<file path="src/rtl/alu_arbiter.sv">
// Two-requester front end for a shared 32-bit ALU: round-robin grant, operand
// registers, MOD done/timeout handling and a single-cycle response pulse per op.
module alu_arbiter #(
  parameter int WIDTH   = 32,
  parameter int TIMEOUT = 64,
  parameter int CW      = 7
) (
  input  logic             clk,
  input  logic             reset,
  input  logic             req0_valid,
  output logic             req0_ready,
  input  logic [WIDTH-1:0] req0_a,
  input  logic [WIDTH-1:0] req0_b,
  input  logic [2:0]       req0_sel,
  input  logic             req1_valid,
  output logic             req1_ready,
  input  logic [WIDTH-1:0] req1_a,
  input  logic [WIDTH-1:0] req1_b,
  input  logic [2:0]       req1_sel,
  output logic             rsp0_valid,
  output logic             rsp1_valid,
  output logic [WIDTH-1:0] rsp_result,
  output logic             rsp_err,
  output logic             busy,
  output logic [WIDTH-1:0] alu_a,
  output logic [WIDTH-1:0] alu_b,
  output logic [2:0]       alu_select,
  output logic             alu_run_n,
  input  logic [WIDTH-1:0] alu_result,
  input  logic             alu_done
);

  typedef enum logic [1:0] {IDLE, EXEC, MOD_WAIT, RESP} state_t;

  localparam logic [2:0] SEL_MOD = 3'b111;

  state_t           state_q, state_d;
  logic             last_grant_q, last_grant_d;
  logic             id_q, id_d;
  logic [WIDTH-1:0] a_q, a_d, b_q, b_d;
  logic [2:0]       sel_q, sel_d;
  logic             run_n_q, run_n_d;
  logic [CW-1:0]    cnt_q, cnt_d;
  logic [WIDTH-1:0] rsp_result_q, rsp_result_d;
  logic             rsp_err_q, rsp_err_d;

  logic             gnt0, gnt1, accept;
  logic [WIDTH-1:0] in_a, in_b;
  logic [2:0]       in_sel;

  // On a tie the requester that did not win last time gets the grant.
  assign gnt0   = req0_valid && (!req1_valid || last_grant_q);
  assign gnt1   = req1_valid && (!req0_valid || !last_grant_q);

  assign req0_ready = reset && (state_q == IDLE) && gnt0;
  assign req1_ready = reset && (state_q == IDLE) && gnt1;
  assign accept     = req0_ready || req1_ready;

  assign in_a   = gnt1 ? req1_a   : req0_a;
  assign in_b   = gnt1 ? req1_b   : req0_b;
  assign in_sel = gnt1 ? req1_sel : req0_sel;

  always_comb begin
    // NOTE: every next-state signal gets its hold value first so no path leaves it unassigned (no latches).
    state_d      = state_q;
    last_grant_d = last_grant_q;
    id_d         = id_q;
    a_d          = a_q;
    b_d          = b_q;
    sel_d        = sel_q;
    run_n_d      = run_n_q;
    cnt_d        = cnt_q;
    rsp_result_d = rsp_result_q;
    rsp_err_d    = rsp_err_q;

    unique case (state_q)
      IDLE: begin
        if (accept) begin
          last_grant_d = gnt1;
          id_d         = gnt1;
          a_d          = in_a;
          b_d          = in_b;
          sel_d        = in_sel;
          if (in_sel != SEL_MOD) begin
            state_d = EXEC;
          end else if (in_b != '0) begin
            state_d = MOD_WAIT;
            run_n_d = 1'b0;
            cnt_d   = '0;
          end else begin
            // Divide by zero is answered immediately without running the ALU.
            state_d      = RESP;
            rsp_result_d = '0;
            rsp_err_d    = 1'b1;
          end
        end
      end
      EXEC: begin
        rsp_result_d = alu_result;
        rsp_err_d    = 1'b0;
        state_d      = RESP;
      end
      MOD_WAIT: begin
        cnt_d = cnt_q + CW'(1);
        // A done seen in the first wait cycle may be left over from a previous op.
        if (alu_done && (cnt_q != '0)) begin
          rsp_result_d = alu_result;
          rsp_err_d    = 1'b0;
          run_n_d      = 1'b1;
          state_d      = RESP;
        end else if (cnt_q == CW'(TIMEOUT - 1)) begin
          rsp_result_d = '0;
          rsp_err_d    = 1'b1;
          run_n_d      = 1'b1;
          state_d      = RESP;
        end
      end
      RESP: begin
        state_d = IDLE;
      end
      default: state_d = IDLE;
    endcase
  end

  always_ff @(posedge clk) begin
    if (!reset) begin
      // NOTE: registers take their next value with non-blocking assignments so all flops update together.
      state_q      <= IDLE;
      last_grant_q <= 1'b1;
      id_q         <= 1'b0;
      a_q          <= '0;
      b_q          <= '0;
      sel_q        <= '0;
      run_n_q      <= 1'b1;
      cnt_q        <= '0;
      rsp_result_q <= '0;
      rsp_err_q    <= 1'b0;
    end else begin
      state_q      <= state_d;
      last_grant_q <= last_grant_d;
      id_q         <= id_d;
      a_q          <= a_d;
      b_q          <= b_d;
      sel_q        <= sel_d;
      run_n_q      <= run_n_d;
      cnt_q        <= cnt_d;
      rsp_result_q <= rsp_result_d;
      rsp_err_q    <= rsp_err_d;
    end
  end

  assign rsp0_valid = (state_q == RESP) && !id_q;
  assign rsp1_valid = (state_q == RESP) &&  id_q;
  assign rsp_result = rsp_result_q;
  assign rsp_err    = rsp_err_q;
  assign busy       = (state_q != IDLE);
  assign alu_a      = a_q;
  assign alu_b      = b_q;
  assign alu_select = sel_q;
  assign alu_run_n  = run_n_q;

endmodule

</file>
<file path="config.mk">
export PLATFORM = sky130hd
export DESIGN_NAME = alu_arbiter
export DESIGN_NICKNAME = d
export VERILOG_FILES = /design/src/rtl/alu_arbiter.sv
export SDC_FILE = /design/constraint.sdc
export NUM_CORES = 1
export LEC_CHECK = 0
export ABC_AREA = 1
export CAP_MARGIN = 30
export CORE_MARGIN = 4
export CORE_UTILIZATION = 42
export CTS_BUF_LIST = sky130_fd_sc_hd__clkbuf_8
export CTS_CLUSTER_SIZE = 28
export DETAILED_ROUTE_END_ITERATION = 6
export PLACE_DENSITY = 0.84
export SLEW_MARGIN = 15
export SYNTH_ARGS = -nofsm -noshare
export SYNTH_HDL_FRONTEND = slang
export SYNTH_SLANG_ARGS = --single-unit
</file>
<file path="constraint.sdc">
create_clock -name clk -period 2.55 [get_ports clk]
set_input_delay 0.51 -clock clk [delete_from_list [all_inputs] [get_ports clk]]
set_output_delay 0.51 -clock clk [all_outputs]
set_load 0.005 [all_outputs]
</file>
Word-level counts from Yosys, hierarchy flattened:

Index checks and enable logic that the tools add are counted.

* bits in registers: 112
* input port bits: 171
* word-level logic and storage cells: 77

* add/subtract/negate cells: 1
* equality and inequality tests: 10
* muxes and demuxes: 30
* reduce and logical (&&, ||, !) cells: 26

Operators with widths (count)
* two-way mux 32 bit: 7
* one-hot mux 32 bit (3 select lines): 1
* nonzero test 32 bit: 1
* two-way mux 7 bit: 3
* one-hot mux 7 bit (2 select lines): 1
* two-way mux 1 bit: 10
* AND reduction 5 bit: 2
* logical AND 1 bit: 8
* two-way mux 2 bit: 4
* one-hot mux 2 bit (4 select lines): 1
* adder 7 x 1 -> 7 bit, second input constant: 1
* equality test 7 x 6 -> 1 bit, second input constant: 1
* nonzero test 7 bit: 1
* != test 2 bit, second input constant: 3
* != test 3 bit, second input constant: 2
* equality test 2 bit, second input constant: 2
* zero test 1 bit: 4
* AND reduction 2 bit: 2
* AND reduction 4 bit: 1
* nonzero test 2 bit: 2
* logical OR 1 bit: 3
* two-way mux 3 bit: 1
* one-hot mux 1 bit (3 select lines): 1
* nonzero test 3 bit: 1
* 4 further kinds: 4

Depth between registers and ports, before layout:

Gate-level depths: netlist of the first run.

* depth after elaboration: 9
* gate-level depth with buffers: 16

Worst setup path before layout of the first run:

No wires, ideal clock.

* kind: input-to-reg
* from: input port req1_valid
* to: register rsp_result_q[11], in the netlist rsp_result[11]
* arrival: 1.892 ns
* setup slack: 0.545 ns
* cell stages on the path: 11
* buffers on the path: 3
* cells stage by stage: buf_4 buf_2 a21oi_1 nor2_1 nand2_1 nand2_2 nor2_4 nand2_2 buf_2 nor2_1 nor2_1

* word-level cells in the longest chain between the ends: 7
* elaborated cells between the ends (all ways): 15
* classes of those cells: eq/ne: 4; mux: 2; reduce/logical: 9

RTL lines
* start, declared: RTL line 15 `input logic req1_valid,`
* zero test 1 bit: RTL line 52 `assign gnt0 = req0_valid && (!req1_valid || last_grant_q);`
* logical OR 1 bit: RTL line 52
* logical AND 1 bit: RTL line 52
* logical AND 1 bit: RTL line 55 `assign req0_ready = reset && (state_q == IDLE) && gnt0;`
* via req0_ready: RTL line 11 `output logic req0_ready,`
* logical OR 1 bit: RTL line 57 `assign accept = req0_ready || req1_ready;`
* != test 2 bit (no source line)
* AND reduction 5 bit (no source line)
* end signal, assigned: RTL line 147 `rsp_result_q <= rsp_result_d;`
* end, declared: RTL line 44 `logic [WIDTH-1:0] rsp_result_q, rsp_result_d;`

The timed path passes the listed nets, and every way through them passes these cells.
A chain may end at the register's enable or synchronous reset.

Worst setup path after layout of the first run:

* from: register state_q[0]
* to: output port req0_ready

* word-level cells in the longest chain between the ends: 3

RTL lines
* start, declared: RTL line 37 `state_t state_q, state_d;`
* start signal, assigned: RTL line 139 `state_q <= state_d;`
* zero test 2 bit: RTL line 55
* logical AND 1 bit (2 in series): RTL line 55
* end, declared: RTL line 11

Every way passes these cells.

==> flow_summary.json, run 1 <==
{
  "outcome": "finished, final reports clean",
  "avgSynthCellArea_um2": 6.74,
  "hold_start": "rsp_result[27]",
  "reg2reg_to": "rsp_result[16]",
  "skew_ns": 0.00977,
  "crit_arrival_ns": 1.92,
  "layout_common_cells": "clkdlybuf4s50_1 (273), nand2_1 (200), dfxtp_1 (112)",
  "worstPathMaxFanout": 7,
  "port_buffers": 276,
  "synth_top_area_share_pct": 39.3,
  "seqPwrFrac_pct": 31.1,
  "hold_path.class": "reg -> reg",
  "pwr-share-clk_pct": 14.8,
  "core_um2": 13200,
  "numClockSinks": 112,
  "maxCapViolCount": 0,
  "dieWidth_um": 125,
  "total_power_mw": 8.29,
  "r2r_setup_slack_ns": 0.47,
  "rr_worst_depth": 16,
  "start_util_pct": 43.1,
  "drc_errors": 0,
  "final_common_cell": "clkdlybuf4s50_1",
  "critPathSlowestCell": "clkdlybuf4s50_1",
  "worst-setup-path-type": "reg -> out",
  "path_clk_slew_ns": 0.11,
  "rsz0062_at_grt": "no",
  "period_share_pct": 95.2,
  "layoutNonFillerInstCount": 1305,
  "timing.slew.headroom_pct": 46.4,
  "antenna_left": 0,
  "gp_congestion": 0.835,
  "min_period_ns": 2.43,
  "finalNetCount": 1303,
  "first_pass_iters": 5,
  "clockBufferDepth": 2,
  "numCtsBuffers": 9,
  "rows": 42,
  "crit_chain": "inv_2, ha_4, nand3_1, a21oi_2, clkdlybuf4s50_1",
  "finalMaxSlewViolations": 0,
  "drtIter0Drc": 488,
  "io_pins": 277,
  "drive_gt1_share_pct": 8.15,
  "syn_to_final_growth_pct": 60.1,
  "powerDensity_nw_per_um2": 908,
  "critPathLaunchType": "flip-flop",
  "netlist_area_um2": 5700,
  "hold_buffers": 0,
  "wirelength_mm": 19.3,
  "root_buffer": "clkbuf_8",
  "critPathRequiredTime_ns": 2.04,
  "placed_area_um2": 8870,
  "grt_max_degree": 87,
  "antenna_found_initial": 0,
  "tightest_slew_ns": 0.804,
  "dieArea_um2": 15500,
  "combPwrFrac_pct": 54.1,
  "fmax_mhz": 412,
  "switching_power_mw": 3.21,
  "cts_tree": "done",
  "grt_usage_pct": 24.0,
  "grt_pass1_wl_mm": 30.7,
  "synth_warnings": 0,
  "finalHoldViolations": 0,
  "worstHoldEndpoint": "rsp_result[27]",
  "grt_overflow": 0,
  "yosysTopAreaCell": "dfxtp_1",
  "synth_cell_type_count": 31,
  "ys_ff_latch": 112,
  "die_height_um": 125,
  "hpwl_mm": 14.6,
  "num_antenna_cells": 0,
  "ir_drop_mv": 0.505,
  "cpPeakStageDelay_ns": 0.57,
  "h-tree-depth": 3,
  "route.detailed.vias_per_inst": 4.96,
  "via_count": 6467,
  "clk_latency_ns": 0.39,
  "cp-end-kind": "output port",
  "synth_seq_area_share_pct": 39.3,
  "synthCells": 846,
  "leakage_nw": 3.89,
  "avgRoutedWirePerCell_um": 14.8,
  "r2r-start": "last_grant_q",
  "postLayoutCellArea_um2": 9130,
  "synth_area_leaders": "dfxtp_1 (39%), nand2_1 (13%), nand3_1 (6.7%)",
  "synth_nets": 1025,
  "p_sw_share_pct": 38.8,
  "setup_viol": 0,
  "dp.cells": 1289,
  "internal_power_mw": 5.08,
  "min_delay_path_depth": 2,
  "grt_pass1_vias": 6163
}
==> cells by family (layout without fill, tap and decap cells) <==
family | Yosys count | count (layout) | synth area share (%)
DFF | 112 | 112 | 39.3
adders and majority gates | 8 | 8 | 1.76
and+or+nand+nor | 411 | 411 | 31.8
buffers and inverters | 136 | 419 | 10.4
xor gates and xnor gates | 4 | 4 | 0.615
AOI/OAI and AO/OA | 175 | 175 | 16.2
==> timing repair <==
item,CTS,global route
gates resized for setup,5,5
setup buffers,0,0
setup endpoints to repair,2,35
==> state kept, by name, indices dropped and copies added (netlist names) <==
signal        flops
alu_select        3
rsp_err           1
alu_b            32
cnt_q             7
rsp_result       32
last_grant_q      1
state_q           2
alu_a            32
alu_run_n         1
id_q              1
==> through the flow <==
stage / util [%] / worst slack (ns) / hold slack (ns) / TNS [ns]
5_1_grt: 68.9 / 0.00200 / 0.513 / 0
6_report: 68.9 / 0.121 / 0.492 / 0
2_1_floorplan: - / 0.545 / 0.452 / 0
3_3_place_gp: 67.0 / -0.171 / 0.460 / -6.36
4_1_cts: 68.8 / 0.0474 / 0.494 / 0
3_5_place_dp: 67.0 / -0.221 / 0.470 / -7.78
==> worst max-delay path by stage <==
stage | to | cells after the start | slack [ns] | from
global placement | cnt_q[1] | 11 | -0.17 | req0_valid
floorplan | rsp_result[11] | 11 | 0.54 | req1_valid
global route | req0_ready | 5 | 0.002 | state_q[0]
finish | req0_ready | 5 | 0.12 | state_q[0]
CTS | req0_ready | 5 | 0.05 | state_q[0]
detailed placement | rsp_result[11] | 17 | -0.22 | req0_valid
==> cells in the mapped netlist, drive strengths merged <==
| cell | number |
|---|---|
| dfxtp | 112 |
| nor2 | 89 |
| ha | 8 |
| nand4 | 10 |
| clkbuf | 38 |
| xor2 | 3 |
| nor3 | 3 |
| a221oi | 1 |
| nand3 | 77 |
| o21ai | 80 |
| xnor2 | 1 |
| clkinv | 2 |
| o211ai | 1 |
| inv | 69 |
| nor3b | 1 |
| buf | 27 |
| a31oi | 32 |
| or2 | 2 |
| nand3b | 24 |
| a21oi | 61 |
| nand2 | 205 |
==> critical path: cells and delay by family (launching register included) <==
kind            cells  cell delay (ns)
buf+inv             2             0.69
fa+ha+maj           1             0.19
flops               1             0.38
simple gates        1             0.09
compound gates      1             0.18
==> power by group through the flow <==
stage / registers (mW) / clock network (mW) / logic [mW]
finish: 2.58 / 1.23 / 4.49
detailed placement: 2.61 / 0 / 4.43
global route: 2.65 / 1.31 / 4.98
global placement: 2.60 / 0 / 4.36
CTS: 2.58 / 1.26 / 4.50
floorplan: 2.62 / 0 / 2.29
==> final cells by class <==
class | count | area [um2]
flip-flops and latches | 112 | 2240
fillers | 1118 | 4110
multi-input cells | 598 | 2900
repair buffers | 332 | 3280
well taps | 176 | 220
clock inverters | 7 | 103
clock buffers | 9 | 124
inverters | 71 | 268
==> per-layer routing <==
| metal | global-route usage, % | share of wire, % | up-vias | wire [um] |
|---|---|---|---|---|
| met4 | 7.16 | 2.3 | 0 | 452 |
| met1 | 26.6 | 39 | 2882 | 7640 |
| met5 | 0 | 0 | - | 0 |
| met3 | 10.2 | 9.6 | 29 | 1860 |
| met2 | 41.7 | 49 | 242 | 9390 |
| li1 | - | - | 3314 | - |
Note: power is estimated with default switching activity, not from simulation.
==> run 2, diff against run 1 <==
--- a/config.mk
+++ b/config.mk
@@ -13,6 +13,7 @@
 export CTS_CLUSTER_SIZE = 28
 export DETAILED_ROUTE_END_ITERATION = 6
 export PLACE_DENSITY = 0.84
+export REMOVE_ABC_BUFFERS = 1
 export SLEW_MARGIN = 15
 export SYNTH_ARGS = -nofsm -noshare
 export SYNTH_HDL_FRONTEND = slang
==> run 2 against run 1 <==
Combinational power is 1% higher. Global-route usage is 0.071 points higher. Wire length is 2.7% higher. Clock power hardly changed. Clock skew is 0.0062 ns higher. Count of clock-buffer cells in the layout is 1 higher. Power is 0.34% higher. Sequential power hardly changed. Flip-flop and latch count stayed put. Critical path type unchanged. Non-clock buffer count is 6 higher. Register-to-register slack worse by 0.07 ns. Cell count is 0.46% higher.
==> flow_summary.json, run 2 (synthesis results as in run 1) <==
{
  "path_clk_slew_ns": 0.12,
  "gp_congestion": 0.868,
  "rows": 42,
  "drive_gt1_share_pct": 8.37,
  "finalWorstSetupSlack_ns": 0.135,
  "layout_common_cells": "clkdlybuf4s50_1 (273), nand2_1 (200), dfxtp_1 (112)",
  "period_share_pct": 94.7,
  "p_sw_share_pct": 38.6,
  "fmax_mhz": 414,
  "setup_viol": 0,
  "first_pass_iters": 5,
  "min_period_ns": 2.41,
  "final_common_cell": "clkdlybuf4s50_1",
  "h-tree-depth": 3,
  "antenna_left": 0,
  "r2r-start": "last_grant_q",
  "grt_max_degree": 107,
  "cpPeakStageDelay_ns": 0.55,
  "outcome": "finished, final reports clean",
  "hold_path.class": "in -> reg",
  "root_buffer": "clkbuf_8",
  "route.detailed.vias_per_inst": 5.04,
  "cp-end-kind": "output port",
  "pwr-share-clk_pct": 14.4,
  "critPathLaunchType": "flip-flop",
  "cp-startpoint": "state_q[0]",
  "clockBufferDepth": 2,
  "path_delay_family": "buffers and inverters",
  "port_buffers": 276,
  "via_count": 6611,
  "seqPwrFrac_pct": 31.0,
  "numClockSinks": 112,
  "cts_tree": "done",
  "grt_overflow": 0,
  "dieArea_um2": 15500,
  "combPwrFrac_pct": 54.6,
  "postLayoutCellArea_um2": 9210,
  "leakage_nw": 3.94,
  "drc_errors": 0,
  "hold_buffers": 0,
  "grt_pass1_wl_mm": 30.7,
  "core_um2": 13200,
  "grt_pass1_vias": 6194,
  "worst-setup-path-type": "reg -> out",
  "drtIter0Drc": 529,
  "hpwl_mm": 14.6,
  "start_util_pct": 43.1,
  "pre_cts_ws_ns": -0.304,
  "internal_power_mw": 5.11,
  "hold_start": "reset",
  "clk_latency_ns": 0.39,
  "numCtsBuffers": 9,
  "ir_drop_mv": 0.429,
  "switching_power_mw": 3.21,
  "dp.cells": 1291,
  "antenna_found_initial": 0,
  "placed_area_um2": 8890,
  "powerDensity_nw_per_um2": 903,
  "crit_chain": "inv_1, ha_2, nand3_1, a21oi_2, clkdlybuf4s50_1",
  "worstPathMaxFanout": 5,
  "avgRoutedWirePerCell_um": 15.2,
  "num_antenna_cells": 0,
  "grt_usage_pct": 24.0,
  "wirelength_mm": 19.9,
  "io_pins": 277,
  "dieWidth_um": 125,
  "fillers": 1114,
  "die_height_um": 125,
  "critPathSlowestCell": "clkdlybuf4s50_1",
  "skew_ns": 0.0159,
  "finalMaxSlewViolations": 0,
  "timing.slew.headroom_pct": 64.8,
  "finalHoldViolations": 0,
  "crit_arrival_ns": 1.90,
  "layoutNonFillerInstCount": 1311,
  "critPathRequiredTime_ns": 2.04,
  "syn_to_final_growth_pct": 61.6,
  "maxCapViolCount": 0,
  "finalNetCount": 1309,
  "tightest_slew_ns": 0.528,
  "critical_path_buf_inv_count": 2
}
[run 2: layout make-up]
cell class,instances,area (um2),share of cell area [%]
Clock buffer,10,138,1.49
Clock inverter,6,83.8,0.910
Inverter,71,268,2.91
Multi-Input combinational cell,598,2900,31.5
Sequential cell,112,2240,24.3
Tap cell,176,220,2.39
Timing Repair Buffer,338,3360,36.5
[run 2: worst register-to-register path: stages, from the launching register on]
cell and delay (ns):
dfxtp_1 0.36, nand2_4 0.12, nand2_8 0.09, buf_12 0.14, o21ai_0 0.34, nor3_2 0.08
buf_4 0.15, or2_2 0.28, nand3_1 0.25, nand2_1 0.12, a21oi_1 0.16
[run 2: what timing repair did]
| action | CTS | global route |
|---|---|---|
| setup endpoints to repair | 1 | 17 |
| pin swaps | 1 | 3 |
| setup buffers | 0 | 2 |
| gates cloned | 0 | 2 |
| gates resized for setup | 2 | 7 |
[run 2: path summary, 6_finish.rpt]
kind,to,slack [ns],depth (start not counted)
max,req0_ready,0.14,5
max reg2reg,cnt_q[5],0.40,10
min,last_grant_q,0.44,2
min reg2reg,alu_run_n,0.47,2
[run 2: metal layers]
layer / up-vias / share of wire (%) / global-route usage (%)
li1: 3330 / - / -
met1: 2973 / 40 / 27.5
met2: 283 / 49 / 42.3
met3: 25 / 9.0 / 8.19
met4: 0 / 1.8 / 7.22
met5: - / 0 / 0
[run 2: power groups by stage]
| stage | registers [mW] | clock network [mW] | logic [mW] |
|---|---|---|---|
| 3_3_place_gp | 2.60 | 0 | 4.40 |
| 3_5_place_dp | 2.61 | 0 | 4.48 |
| 2_1_floorplan | 2.62 | 0 | 2.03 |
| 6_report | 2.58 | 1.20 | 4.54 |
| 4_1_cts | 2.58 | 1.22 | 4.51 |
| 5_1_grt | 2.64 | 1.28 | 5.02 |
[run 2: stage by stage]
step | TNS, ns | util (%) | hold slack [ns] | total power, mW
2_1_floorplan | -135.30 | - | 0.453 | 4.65
3_3_place_gp | -7.57 | 67.1 | 0.460 | 7.00
3_5_place_dp | -9.67 | 67.1 | 0.449 | 7.08
4_1_cts | 0 | 68.8 | 0.425 | 8.30
5_1_grt | -0.00844 | 69.6 | 0.441 | 8.94
6_report | 0 | 69.6 | 0.440 | 8.32
